<file path="src/rtl/axi_st_csr_avmm_initiator.sv">
// Avalon-MM initiator for the AXIST CSR: one write, read or poll-until-match per command.
// Ports: cmd_* request in, rsp_* response out, avm_* to/from the CSR master port, busy status.
module axi_st_csr_avmm_initiator #(
  parameter int TIMEOUT_CYCLES = 256,
  parameter int POLL_GAP       = 16,
  parameter int MAX_POLLS      = 1024
) (
  input  logic        clk,
  input  logic        rst_n,
  input  logic        cmd_valid,
  output logic        cmd_ready,
  input  logic [1:0]  cmd_op,
  input  logic [31:0] cmd_addr,
  input  logic [31:0] cmd_wdata,
  input  logic [31:0] cmd_mask,
  output logic        rsp_valid,
  input  logic        rsp_ready,
  output logic [1:0]  rsp_status,
  output logic [31:0] rsp_rdata,
  output logic [15:0] rsp_polls,
  output logic        busy,
  output logic [31:0] avm_address,
  output logic        avm_write,
  output logic        avm_read,
  output logic [31:0] avm_writedata,
  input  logic [31:0] avm_readdata,
  input  logic        avm_readdatavalid
);

  typedef enum logic [2:0] {
    S_IDLE, S_ISSUE, S_WRDONE, S_WAIT, S_GAP, S_RESP
  } state_t;

  localparam logic [31:0] TO = 32'(TIMEOUT_CYCLES);
  localparam logic [31:0] GP = 32'(POLL_GAP);
  localparam logic [15:0] MP = 16'(MAX_POLLS);

  state_t      state, state_n;
  logic [1:0]  op;
  logic [31:0] mask;
  logic [31:0] cnt;
  logic [15:0] polls;
  logic        op_wr, op_poll, match;

  assign op_wr     = (op == 2'b00);
  assign op_poll   = (op == 2'b10);
  // avm_writedata doubles as the poll's expected value
  assign match     = ((avm_readdata ^ avm_writedata) & mask) == '0;
  assign cmd_ready = (state == S_IDLE);
  assign busy      = (state != S_IDLE);
  assign rsp_valid = (state == S_RESP);
  assign rsp_polls = polls;

  always_ff @(posedge clk or negedge rst_n) begin
    if (!rst_n) state <= S_IDLE;
    else        state <= state_n;
  end

  always_comb begin
    state_n = state;
    unique case (state)
      S_IDLE:   if (cmd_valid) state_n = S_ISSUE;
      S_ISSUE:  state_n = op_wr ? S_WRDONE : S_WAIT;
      S_WRDONE: state_n = S_RESP;
      S_WAIT: begin
        // rdv wins over a coinciding timeout
        if (avm_readdatavalid) begin
          if (!op_poll || match || polls == MP)
            state_n = S_RESP;
          else
            state_n = S_GAP;
        end else if (cnt == TO) begin
          state_n = S_RESP;
        end
      end
      S_GAP:    if (cnt == GP) state_n = S_ISSUE;
      S_RESP:   if (rsp_ready) state_n = S_IDLE;
      default:  state_n = S_IDLE;
    endcase
  end

  always_ff @(posedge clk or negedge rst_n) begin
    if (!rst_n) begin
      op            <= '0;
      mask          <= '0;
      cnt           <= '0;
      polls         <= '0;
      avm_address   <= '0;
      avm_writedata <= '0;
      avm_write     <= 1'b0;
      avm_read      <= 1'b0;
      rsp_status    <= '0;
      rsp_rdata     <= '0;
    end else begin
      avm_write <= 1'b0;
      avm_read  <= 1'b0;
      unique case (state)
        S_IDLE: begin
          if (cmd_valid) begin
            op            <= cmd_op;
            mask          <= cmd_mask;
            avm_address   <= cmd_addr;
            avm_writedata <= cmd_wdata;
            polls         <= '0;
            avm_write     <= (cmd_op == 2'b00);
            avm_read      <= (cmd_op != 2'b00);
          end
        end
        S_ISSUE: begin
          cnt <= 32'd1;
          if (!op_wr && polls != 16'hFFFF)
            polls <= polls + 16'd1;
        end
        S_WRDONE: begin
          rsp_status <= 2'b00;
          rsp_rdata  <= '0;
        end
        S_WAIT: begin
          if (avm_readdatavalid) begin
            rsp_rdata  <= avm_readdata;
            rsp_status <= (op_poll && !match) ? 2'b10 : 2'b00;
            cnt        <= 32'd1;
          end else if (cnt == TO) begin
            rsp_status <= 2'b01;
            rsp_rdata  <= '0;
          end else begin
            cnt <= cnt + 32'd1;
          end
        end
        S_GAP: begin
          if (cnt == GP) avm_read <= 1'b1;
          else           cnt      <= cnt + 32'd1;
        end
        default: ;
      endcase
    end
  end

endmodule
</file>
<file path="config.mk">
export PLATFORM = sky130hd
export DESIGN_NAME = axi_st_csr_avmm_initiator
export DESIGN_NICKNAME = d
export VERILOG_FILES = /design/src/rtl/axi_st_csr_avmm_initiator.sv
export SDC_FILE = /design/constraint.sdc
export NUM_CORES = 1
export LEC_CHECK = 0
export BUFFER_PORTS_ARGS = -buffer_cell sky130_fd_sc_hd__buf_4
export CORE_ASPECT_RATIO = 0.75
export CORE_MARGIN = 2
export CORE_UTILIZATION = 45
export CTS_BUF_LIST = sky130_fd_sc_hd__clkbuf_4 sky130_fd_sc_hd__clkbuf_8
export CTS_CLUSTER_SIZE = 8
export DETAILED_ROUTE_END_ITERATION = 6
export GPL_ROUTABILITY_DRIVEN = 0
export GPL_TIMING_DRIVEN = 0
export PLACE_DENSITY = 0.69
export SLEW_MARGIN = 25
export SYNTH_ARGS = -nofsm -noshare
export SYNTH_HDL_FRONTEND = slang
export SYNTH_SLANG_ARGS = --single-unit
</file>
<file path="constraint.sdc">
create_clock -name clk -period 2.6 [get_ports clk]
set_input_delay 0.65 -clock clk [delete_from_list [all_inputs] [get_ports clk]]
set_output_delay 0.65 -clock clk [all_outputs]
set_load 0.01 [all_outputs]
</file>
==> results.md, run 1 <==
| Result | Reported |
|:---|:---|
| Global-route wire length before repair | 40300 µm |
| Placement Setup Slack | -0.0679 ns |
| Cell Pwr Density | 997 mW/mm² |
| Fraction of final layout cells with drive strength greater than 1 | 0.273 |
| Post-layout power | 11.3 mW |
| Worst-case clock buffer depth | 2 |
| Number of buffers inserted during clock tree synthesis | 17 |
| Worst stage delay on the critical path | 0.47 ns |
| Initial cell density of the core | 0.464 |
| Data required time of the worst path | 2.96 ns |
| Overall track demand over capacity in global routing | 0.261 |
| Instance count after placement with tap cells included | 1427 |
| Number of endpoints failing setup at the final stage | 0 |
| Path category of the worst min-delay check | in2async |
| Post-Route Skew | 0.0237 ns |
| Ordered list of cells on the worst path | nor4_1, nand3_2, nor4_4, o311ai_4, buf_6, a22o_1 |
| Seq cells post-synth | 185 |
| Worst reg-to-reg setup slack | 0.20 ns |
| Average cell area after synthesis | 9.37 µm² |
| Cell area after technology mapping | 0.00867 mm² |
| Path length in cells of the critical path | 6 |
| Final critical-path required period | 2.40 ns |
| Count of mapped cells out of synthesis | 925 |
| Cell type contributing the most total cell area after synthesis | dfrtp_1 |
| Global-route congestion overflow total | 0 |
| Ports | 254 |
| Number of standard cells in the final layout excluding fillers | 1459 |
| Portion of the clock cycle consumed by the worst path in the final layout | 0.922 |
| Vias per Instance | 5.41 |
| CTS sink cnt | 185 |
| Pre-Repair DR Iteration Count | 5 |
| Number of warnings issued by yosys | 0 |
| Count of different cell masters after synthesis | 63 |
| Count of max-cap constraint violations | 0 |
| Final WS setup | 0.202 ns |
| Ys async rst share | 1.00 |
| Combined buffer and inverter count along the critical path | 1 |
| Startpoint of the most critical setup path | cnt[22] |
| Max transition margin | 0.500 |
| Post-Route WL | 26500 µm |
| Final hold violations | 0 |
| Number of nets in the layout | 1338 |
| Number of cells on the worst reg-to-reg path | 6 |
| Class of the most critical setup path | reg2reg |
| Number of placement rows | 43 |
| Die span in y | 124 µm |
| Part of the Yosys area used for sequential elements | 0.534 |
| Die outline area | 0.0204 mm² |
| Layout overhead on the synthesized area | 30.6% |
| Clock tree from TritonCTS | yes |
| HPWL after DPL | 19900 µm |
| Worst skew pair latency | 0.48 ns |
| Worst vdd ir | 0.463 mV |
| Antenna diode count | 0 |
| RSZ-0062 raised after global routing | false |
| Total via count after detailed routing | 7887 |
| Number of max-slew violations in the final report | 0 |
| Worst Tran Pin Value | 0.751 ns |
| Number of global-route vias before repair | 7340 |
| Achievable clock frequency | 417 MHz |
| Mean routed wirelength per cell | 18.2 µm |
| Die width | 164 µm |
| Crit-path leading delay family | simple AND/OR/NAND/NOR gates |
| Biggest area contributors in the synthesized netlist | dfrtp_1, nand2_1, xor2_1 |
| IO Port Bufs | 253 |
| P_leak | 5.72 nW |
| Slowest stage cell on the critical path | dfrtp_1 |
| Primary FF master, synth | dfrtp_1 |
| Number of nets with antenna violations after detailed routing | 0 |
| Antenna violations before repair | 0 |
| Critical register-to-register path startpoint | cnt[22] |
| Setup crit end | rsp_rdata[29] |
| Clock Pin Slew Worst Setup and Hold Paths | 0.10 ns |
| Number of filler instances in the final layout | 1646 |
| Capturing element type of the critical path | register |
| Outcome | complete, no violations |
| Critical path data arrival time | 2.75 ns |
| Critical Path Source Type | register |
| Reg2Reg Capture Point | rsp_rdata[29] |
| Post-synth EDFFs | 0 |
| Total DRC errors in the routed layout | 0 |
| Hold buffer count at CTS | 0 |
| Maximum number of pins on one net before global-route repair | 83 |
| Largest fanout of any net on the critical path | 10 |
| Proportion of netlist area held by the largest area contributor | 0.534 |
| CTS H-tree lvls | 4 |
| Final cell utilization of the core | 0.606 |
| Floorplan Core Area | 0.0187 mm² |
| Cell chosen for the clock root | clkbuf_8 |
| DRT iter0 DRCs | 762 |
| Total nets after synthesis | 1064 |
==> cell families after synthesis <==
group,Yosys count,synth area share
and+or+nand+nor,467,0.247
DFF,185,0.534
AOI/OAI and AO/OA,162,0.138
buffers and inverters,69,0.0365
xor gates and xnor gates,37,0.0374
adders and majority gates,4,0.00577
muxes,1,0.00115
==> per-layer routing <==
metal | wire length [µm] | up-vias | GRT usage
li1 | - | 3749 | -
met1 | 12000 | 3785 | 0.379
met2 | 11900 | 318 | 0.389
met3 | 2120 | 35 | 0.0579
met4 | 461 | 0 | 0.0822
met5 | 0 | - | 0
==> metrics by stage <==
stage          instance area [µm²]  setup TNS [ns]  hold slack [ns]
3_5_place_dp                 10900          -0.201            0.463
6_report                     11300               0           0.0568
5_1_grt                      11300               0           0.0611
3_3_place_gp                 10900          -64.33            0.458
2_1_floorplan                 8670               0            0.354
4_1_cts                      11300               0           0.0498
==> cell usage after synthesis, drive strengths merged, types with 2 or more instances <==
cell type  number
nand2         331
dfrtp         185
o21ai          42
xor2           35
a22o           34
clkbuf         27
nor2           26
buf            21
inv            21
nand3          21
nand4          18
a22oi          16
o31ai          16
a21oi          14
nor4           12
a31oi          10
nor3           10
o211ai         10
or4             9
and3            8
or3             7
and2            6
and4            5
o41ai           5
a211oi          4
ha              4
nand2b          4
nor4b           2
o311ai          2
or2             2
or3b            2
xnor2           2
==> layout by cell type (no fill, tap or decap), types with 4 or more instances in the layout <==
master and instances:
a211oi_1 4, a21oi_1 13, a22o_1 34, a22oi_1 16, a31oi_1 10, and2_1 5, and3_1 8, and4_1 5
buf_2 15, buf_4 254, buf_6 4, clkbuf_1 25, clkbuf_8 17, clkinv_4 5, dfrtp_1 185, ha_1 4
inv_1 20, inv_6 4, nand2_1 331, nand2b_1 4, nand3_1 20, nand4_1 17, nor2_1 25, nor3_1 9
nor4_1 7, nor4_4 4, o211ai_1 10, o21ai_0 38, o31ai_1 16, or3_1 7, or4_1 9, xor2_1 35
==> timing repair <==
action	in CTS	in global routing
gates resized for setup	1	2
endpoints found under the setup margin	8	14
buffers inserted	0	0
pin swaps	0	1
==> report_power, final <==
part / internal, mW / total [mW] / switching [mW]
combinational: 2.14 / 4.86 / 2.72
sequential: 3.85 / 4.57 / 0.719
clock: 0.711 / 1.86 / 1.15
total: 6.70 / 11.3 / 4.59
==> worst min-delay path by stage <==
stage                                 to  slack (ns)  cells past startpoint
after detailed placement         mask[9]        0.46                      2
after global routing       rsp_rdata[20]        0.06                      1
after floorplan           avm_address[0]        0.35                      0
after global placement          mask[16]        0.46                      2
after CTS                  rsp_polls[13]        0.05                      1
final                      rsp_polls[13]        0.06                      1
==> registers in the layout, indices dropped and copies added (netlist names) <==
| signal | flops |
|---|---|
| cnt | 32 |
| rsp_status | 2 |
| avm_write | 1 |
| avm_address | 32 |
| rsp_polls | 16 |
| rsp_rdata | 32 |
| mask | 32 |
| state | 3 |
| op | 2 |
| avm_writedata | 32 |
| avm_read | 1 |
==> cell type report <==
type / count / area [µm²] / share of cell area
clock buffer: 18 / 241 / 0.0213
tap: 247 / 309 / 0.0273
multi-input combinational: 671 / 3730 / 0.329
inverter: 21 / 78.8 / 0.00696
timing repair buffer: 255 / 1960 / 0.173
clock inverter: 14 / 133 / 0.0117
buffer: 48 / 239 / 0.0211
sequential: 185 / 4630 / 0.409
Note: power is estimated with default switching activity, not from simulation.
==> run 2: changes to the inputs <==
- BUFFER_PORTS_ARGS: -buffer_cell sky130_fd_sc_hd__buf_4 -> unset
- DONT_BUFFER_PORTS: unset -> 1
- GPL_TIMING_DRIVEN: 0 -> unset
- PLACE_DENSITY: 0.69 -> 0.58
==> run 2 against run 1 <==
First-iteration DRC count down 26%. The run now ends with hold timing left. Die area did not move. Wire length is 13% lower. Clock power is 3% higher. Flip-flop and latch count did not move. Utilization decreased by 11 points. Sequential share of layout area increased by 8.6 points. Power down 12%. Non-clock buffer count shrank 283. Clock skew down 0.0034 ns. Sequential power is 11% higher. Combinational power decreased by 40%.
==> results.md, run 2 (synthesis results as in run 1) <==
| Result | Reported |
|:---|:---|
| Outcome | finished with violations |
| Violated checks | hold timing |
| Clock tree from TritonCTS | yes |
| CTS sink cnt | 185 |
| Post-cts repair resize count | 0 |
| Die outline area | 0.0204 mm² |
| Maximum number of pins on one net before global-route repair | 186 |
| Critical path data arrival time | 2.76 ns |
| Data required time of the worst path | 2.97 ns |
| Placement Setup Slack | 0.204 ns |
| P_leak | 4.41 nW |
| Final design area excluding fillers | 0.00935 mm² |
| Worst vdd ir | 0.467 mV |
| Portion of the clock cycle consumed by the worst path in the final layout | 0.919 |
| IO Port Bufs | 0 |
| Overall track demand over capacity in global routing | 0.223 |
| Largest fanout of any net on the critical path | 31 |
| Post-Route Skew | 0.0202 ns |
| Capturing element type of the critical path | register |
| Vias per Instance | 5.68 |
| Class of the most critical setup path | reg2reg |
| Ordered list of cells on the worst path | inv_1, ha_1, nor4b_2, nand4_4, nor4_4, o311ai_4, buf_12, a22o_1 |
| Clock Pin Slew Worst Setup and Hold Paths | 0.11 ns |
| Cell chosen for the clock root | clkbuf_8 |
| Switching Power | 4.16 mW |
| Slowest stage cell on the critical path | dfrtp_1 |
| Highest-count cells in the layout ignoring fill and taps | nand2_1, dfrtp_1, o21ai_0 |
| Number of nets with antenna violations after detailed routing | 0 |
| Number of placement rows | 43 |
| HPWL after DPL | 16200 µm |
| Layout overhead on the synthesized area | 7.84% |
| Total via count after detailed routing | 6681 |
| Final critical-path required period | 2.39 ns |
| Commonest non-fill, non-tap cell in the layout | nand2_1 |
| Cell Pwr Density | 1060 mW/mm² |
| Standard cell area after detailed placement | 0.00895 mm² |
| Antenna diode count | 0 |
| Post-Route WL | 23000 µm |
| Number of nets in the layout | 1055 |
| RSZ-0062 raised after global routing | false |
| Number of max-slew violations in the final report | 0 |
| Antenna violations before repair | 0 |
| Initial cell density of the core | 0.464 |
| Path category of the worst min-delay check | in2async |
| Final hold violations | 185 |
| Worst Tran Pin Value | 0.681 ns |
| Achievable clock frequency | 418 MHz |
| Hold slack final | -0.142 ns |
| Share of total power in combinational logic | 0.294 |
| Number of endpoints failing setup at the final stage | 0 |
| Die span in y | 124 µm |
| Count of max-cap constraint violations | 0 |
| Ports | 254 |
| Mean routed wirelength per cell | 19.6 µm |
| Max transition margin | 0.542 |
| Clock group share of total power | 0.193 |
| Worst stage delay on the critical path | 0.44 ns |
| Part of the power in registers | 0.513 |
| Fraction of final layout cells with drive strength greater than 1 | 0.0786 |
| Worst skew pair latency | 0.48 ns |
| Global-route wire length before repair | 35100 µm |
| Setup TNS | 0 ns |
| Worst-case clock buffer depth | 2 |
| Floorplan Core Area | 0.0187 mm² |
| Number of global-route vias before repair | 6286 |
| Die width | 164 µm |
| Critical Path Source Type | register |
| Global-route congestion overflow total | 0 |
| CTS H-tree lvls | 4 |
| Pre-Repair DR Iteration Count | 5 |
| DRT iter0 DRCs | 564 |
| Final WS setup | 0.210 ns |
| Cell-internal power | 5.75 mW |
| Number of buffers inserted during clock tree synthesis | 17 |
| Net Sw Frac | 0.420 |
| Total DRC errors in the routed layout | 0 |
-- run 2: changes by cell type in the layout (fill, tap and decap cells not counted), moves of 2 or more --
cell,before,now
buf_4,254,17
clkbuf_1,25,0
buf_2,15,0
buf_6,4,0
buf_12,0,3
clkinv_4,5,2
clkinv_8,1,4
buf_16,2,0
clkbuf_2,2,0
-- run 2: routing by layer --
metal / vias to the layer above / share of wire / GRT usage
met5: - / 0 / 0
met4: 0 / 0.0074 / 0.0433
met3: 17 / 0.10 / 0.0939
met2: 280 / 0.44 / 0.330
met1: 3213 / 0.45 / 0.309
li1: 3171 / - / -
-- run 2: worst paths after layout --
path                       startpoint            to  slack (ns)  cells past startpoint
min in group clk            cmd_op[0]     avm_write        0.24                      1
min                             rst_n  rsp_polls[6]       -0.14                      0
max reg2reg                    cnt[0]  rsp_rdata[8]        0.21                      8
min reg2reg                  mask[28]      mask[28]        0.48                      2
max                            cnt[0]  rsp_rdata[8]        0.21                      8
max in group asynchronous       rst_n       cnt[25]        2.32                      0
-- run 2: timing repair --
item / CTS / global route
hold endpoints to repair: 185 / 185
setup endpoints to repair: 0 / 0
buffers inserted: 0 / 0
-- run 2: power groups by stage --
stage                     combinational, mW  clock, mW  sequential [mW]
after floorplan                        2.32          0             4.80
after global placement                 2.86          0             5.16
after detailed placement               2.94          0             5.14
after CTS                              2.94       1.97             5.10
after global routing                   3.32       2.11             5.25
final                                  2.91       1.91             5.09
-- run 2: stage by stage --
step	util	total power, mW	std cells	hold WS (ns)
floorplan	-	7.12	925	0.354
global placement	0.479	8.02	1144	0.359
detailed placement	0.479	8.08	1144	0.358
CTS	0.501	10.0	1176	-0.183
global route	0.501	10.7	1176	-0.207
finish	0.501	9.91	1176	-0.142
-- run 2: critical path: cells and delay by family (launching register included) --
kind	cells	cell delay [ns]
simple gates	3	0.96
compound gates	2	0.42
flops	1	0.44
fa+ha+maj	1	0.15
buf+inv	2	0.31
-- run 2: area by class of cell --
| cell class | count | area, µm² |
|---|---|---|
| Fill cell | 1739 | 9320 |
| Sequential cell | 185 | 4630 |
| Multi-Input combinational cell | 671 | 3740 |
| Tap cell | 247 | 309 |
| Clock buffer | 18 | 241 |
| Timing Repair Buffer | 20 | 188 |
| Clock inverter | 14 | 158 |
| Inverter | 21 | 78.8 |
==> run 3: changes to the inputs <==
- CORE_ASPECT_RATIO: 0.75 -> unset
==> run 3 against run 2 <==
Clock power decreased by 4%. The flow still finishes with violations (hold timing). Sequential share of layout area about the same. Critical path type unchanged. Critical path depth unchanged. Flip-flop and latch count unchanged. Wire length decreased by 0.23%. Fmax increased by 3.7%. Largest power group unchanged.
==> results.md, run 3 (synthesis results as in run 1) <==
| Result | Reported |
|:---|:---|
| Worst reg-to-reg setup slack | 0.29 ns |
| Hold slack final | -0.137 ns |
| Overall track demand over capacity in global routing | 0.225 |
| IO Port Bufs | 0 |
| Floorplan Core Area | 0.0188 mm² |
| Final hold violations | 185 |
| Achievable clock frequency | 434 MHz |
| Data required time of the worst path | 2.96 ns |
| Number of global-route vias before repair | 6460 |
| Total via count after detailed routing | 6686 |
| P_leak | 4.41 nW |
| Commonest non-fill, non-tap cell in the layout | nand2_1 |
| Post-Route WL | 23000 µm |
| Clock tree from TritonCTS | yes |
| Largest fanout of any net on the critical path | 22 |
| Critical path data arrival time | 2.66 ns |
| Setup TNS | 0 ns |
| Mean routed wirelength per cell | 19.3 µm |
| Number of placement rows | 50 |
| Max transition margin | 0.568 |
| Number of max-slew violations in the final report | 0 |
| Path category of the worst min-delay check | in2async |
| Maximum number of pins on one net before global-route repair | 186 |
| Count of max-cap constraint violations | 0 |
| Critical Path Source Type | register |
| Number of nets with antenna violations after detailed routing | 0 |
| Post-cts repair resize count | 0 |
| Die span in y | 143 µm |
| Pre-Repair DR Iteration Count | 5 |
| Initial cell density of the core | 0.460 |
| DRT iter0 DRCs | 349 |
| Cell Pwr Density | 1060 mW/mm² |
| Total DRC errors in the routed layout | 0 |
| Critical register-to-register path startpoint | cnt[0] |
| Reg2Reg Capture Point | rsp_status[1] |
| Layout overhead on the synthesized area | 7.77% |
| Vias per Instance | 5.61 |
| Global-route wire length before repair | 35700 µm |
| Portion of the clock cycle consumed by the worst path in the final layout | 0.887 |
| Worst-case clock buffer depth | 2 |
| Antenna violations before repair | 1 |
| Worst Tran Pin Value | 0.643 ns |
| Die width | 143 µm |
| Capturing element type of the critical path | register |
| CTS H-tree lvls | 4 |
| Final critical-path required period | 2.31 ns |
| Global-route congestion overflow total | 0 |
| Class of the most critical setup path | reg2reg |
| Clock Pin Slew Worst Setup and Hold Paths | 0.10 ns |
| Highest-count cells in the layout ignoring fill and taps | nand2_1, dfrtp_1, o21ai_0 |
| Number of buffers inserted during clock tree synthesis | 17 |
| Worst skew pair latency | 0.48 ns |
| Worst vdd ir | 0.404 mV |
| Post-Route Skew | 0.0206 ns |
| Post-layout power | 9.87 mW |
| CTS sink cnt | 185 |
| Post-CTS setup buffer count | 0 |
| Number of endpoints failing setup at the final stage | 0 |
| Fraction of final layout cells with drive strength greater than 1 | 0.0826 |
| Number of cells on the worst reg-to-reg path | 8 |
| Antenna diode count | 0 |
| Violated checks | hold timing |
| Number of nets in the layout | 1059 |
| Die outline area | 0.0204 mm² |
| Cell chosen for the clock root | clkbuf_8 |
| RSZ-0062 raised after global routing | false |
| Outcome | finished with violations |
| Number of filler instances in the final layout | 1788 |
| Ports | 254 |
| HPWL after DPL | 16400 µm |
[run 3: layout make-up]
cell class	count	area (µm²)	area share
clock buffers	17	234	0.0251
clock inverters	14	134	0.0143
inverters	21	78.8	0.00844
multi-input cells	671	3750	0.401
flip-flops and latches	185	4630	0.496
well taps	260	325	0.0348
repair buffers	24	193	0.0206
[run 3: worst max-delay path by stage]
stage	to	slack, ns	startpoint	depth (start not counted)
floorplan	rsp_rdata[10]	0.52	cnt[0]	8
global placement	rsp_rdata[13]	0.33	cnt[0]	8
detailed placement	rsp_rdata[11]	0.31	cnt[0]	8
CTS	rsp_valid	0.26	state[0]	2
global route	rsp_status[1]	0.15	cnt[0]	8
finish	rsp_status[1]	0.29	cnt[0]	8
[run 3: layer usage]
layer / GRT usage / vias to the layer above / part of all wire
li1: - / 3174 / -
met1: 0.292 / 3256 / 0.43
met2: 0.363 / 233 / 0.48
met3: 0.0721 / 23 / 0.079
met4: 0.0672 / 0 / 0.014
met5: 0 / - / 0
[run 3: through the flow]
step           setup slack [ns]   util  cells  instance area [µm²]  hold slack, ns
3_5_place_dp              0.309  0.476   1161                 8970           0.361
2_1_floorplan             0.523      -    925                 8670           0.354
5_1_grt                   0.150  0.496   1192                 9340          -0.177
6_report                  0.295  0.496   1192                 9340          -0.137
4_1_cts                   0.265  0.496   1192                 9340          -0.170
3_3_place_gp              0.326  0.476   1161                 8970           0.360
[run 3: worst max-delay path: stages (launching register included)]
cell and delay [ns]:
dfrtp_1 0.44, inv_1 0.08, ha_1 0.13, nor4b_2 0.28, nand4_4 0.24, nor4_4 0.41, o311ai_4 0.12, buf_4 0.25
a22o_1 0.26
[run 3: power by group]
part	switching (mW)	internal, mW
clock	1.14	0.700
sequential	1.23	3.85
combinational	1.77	1.18
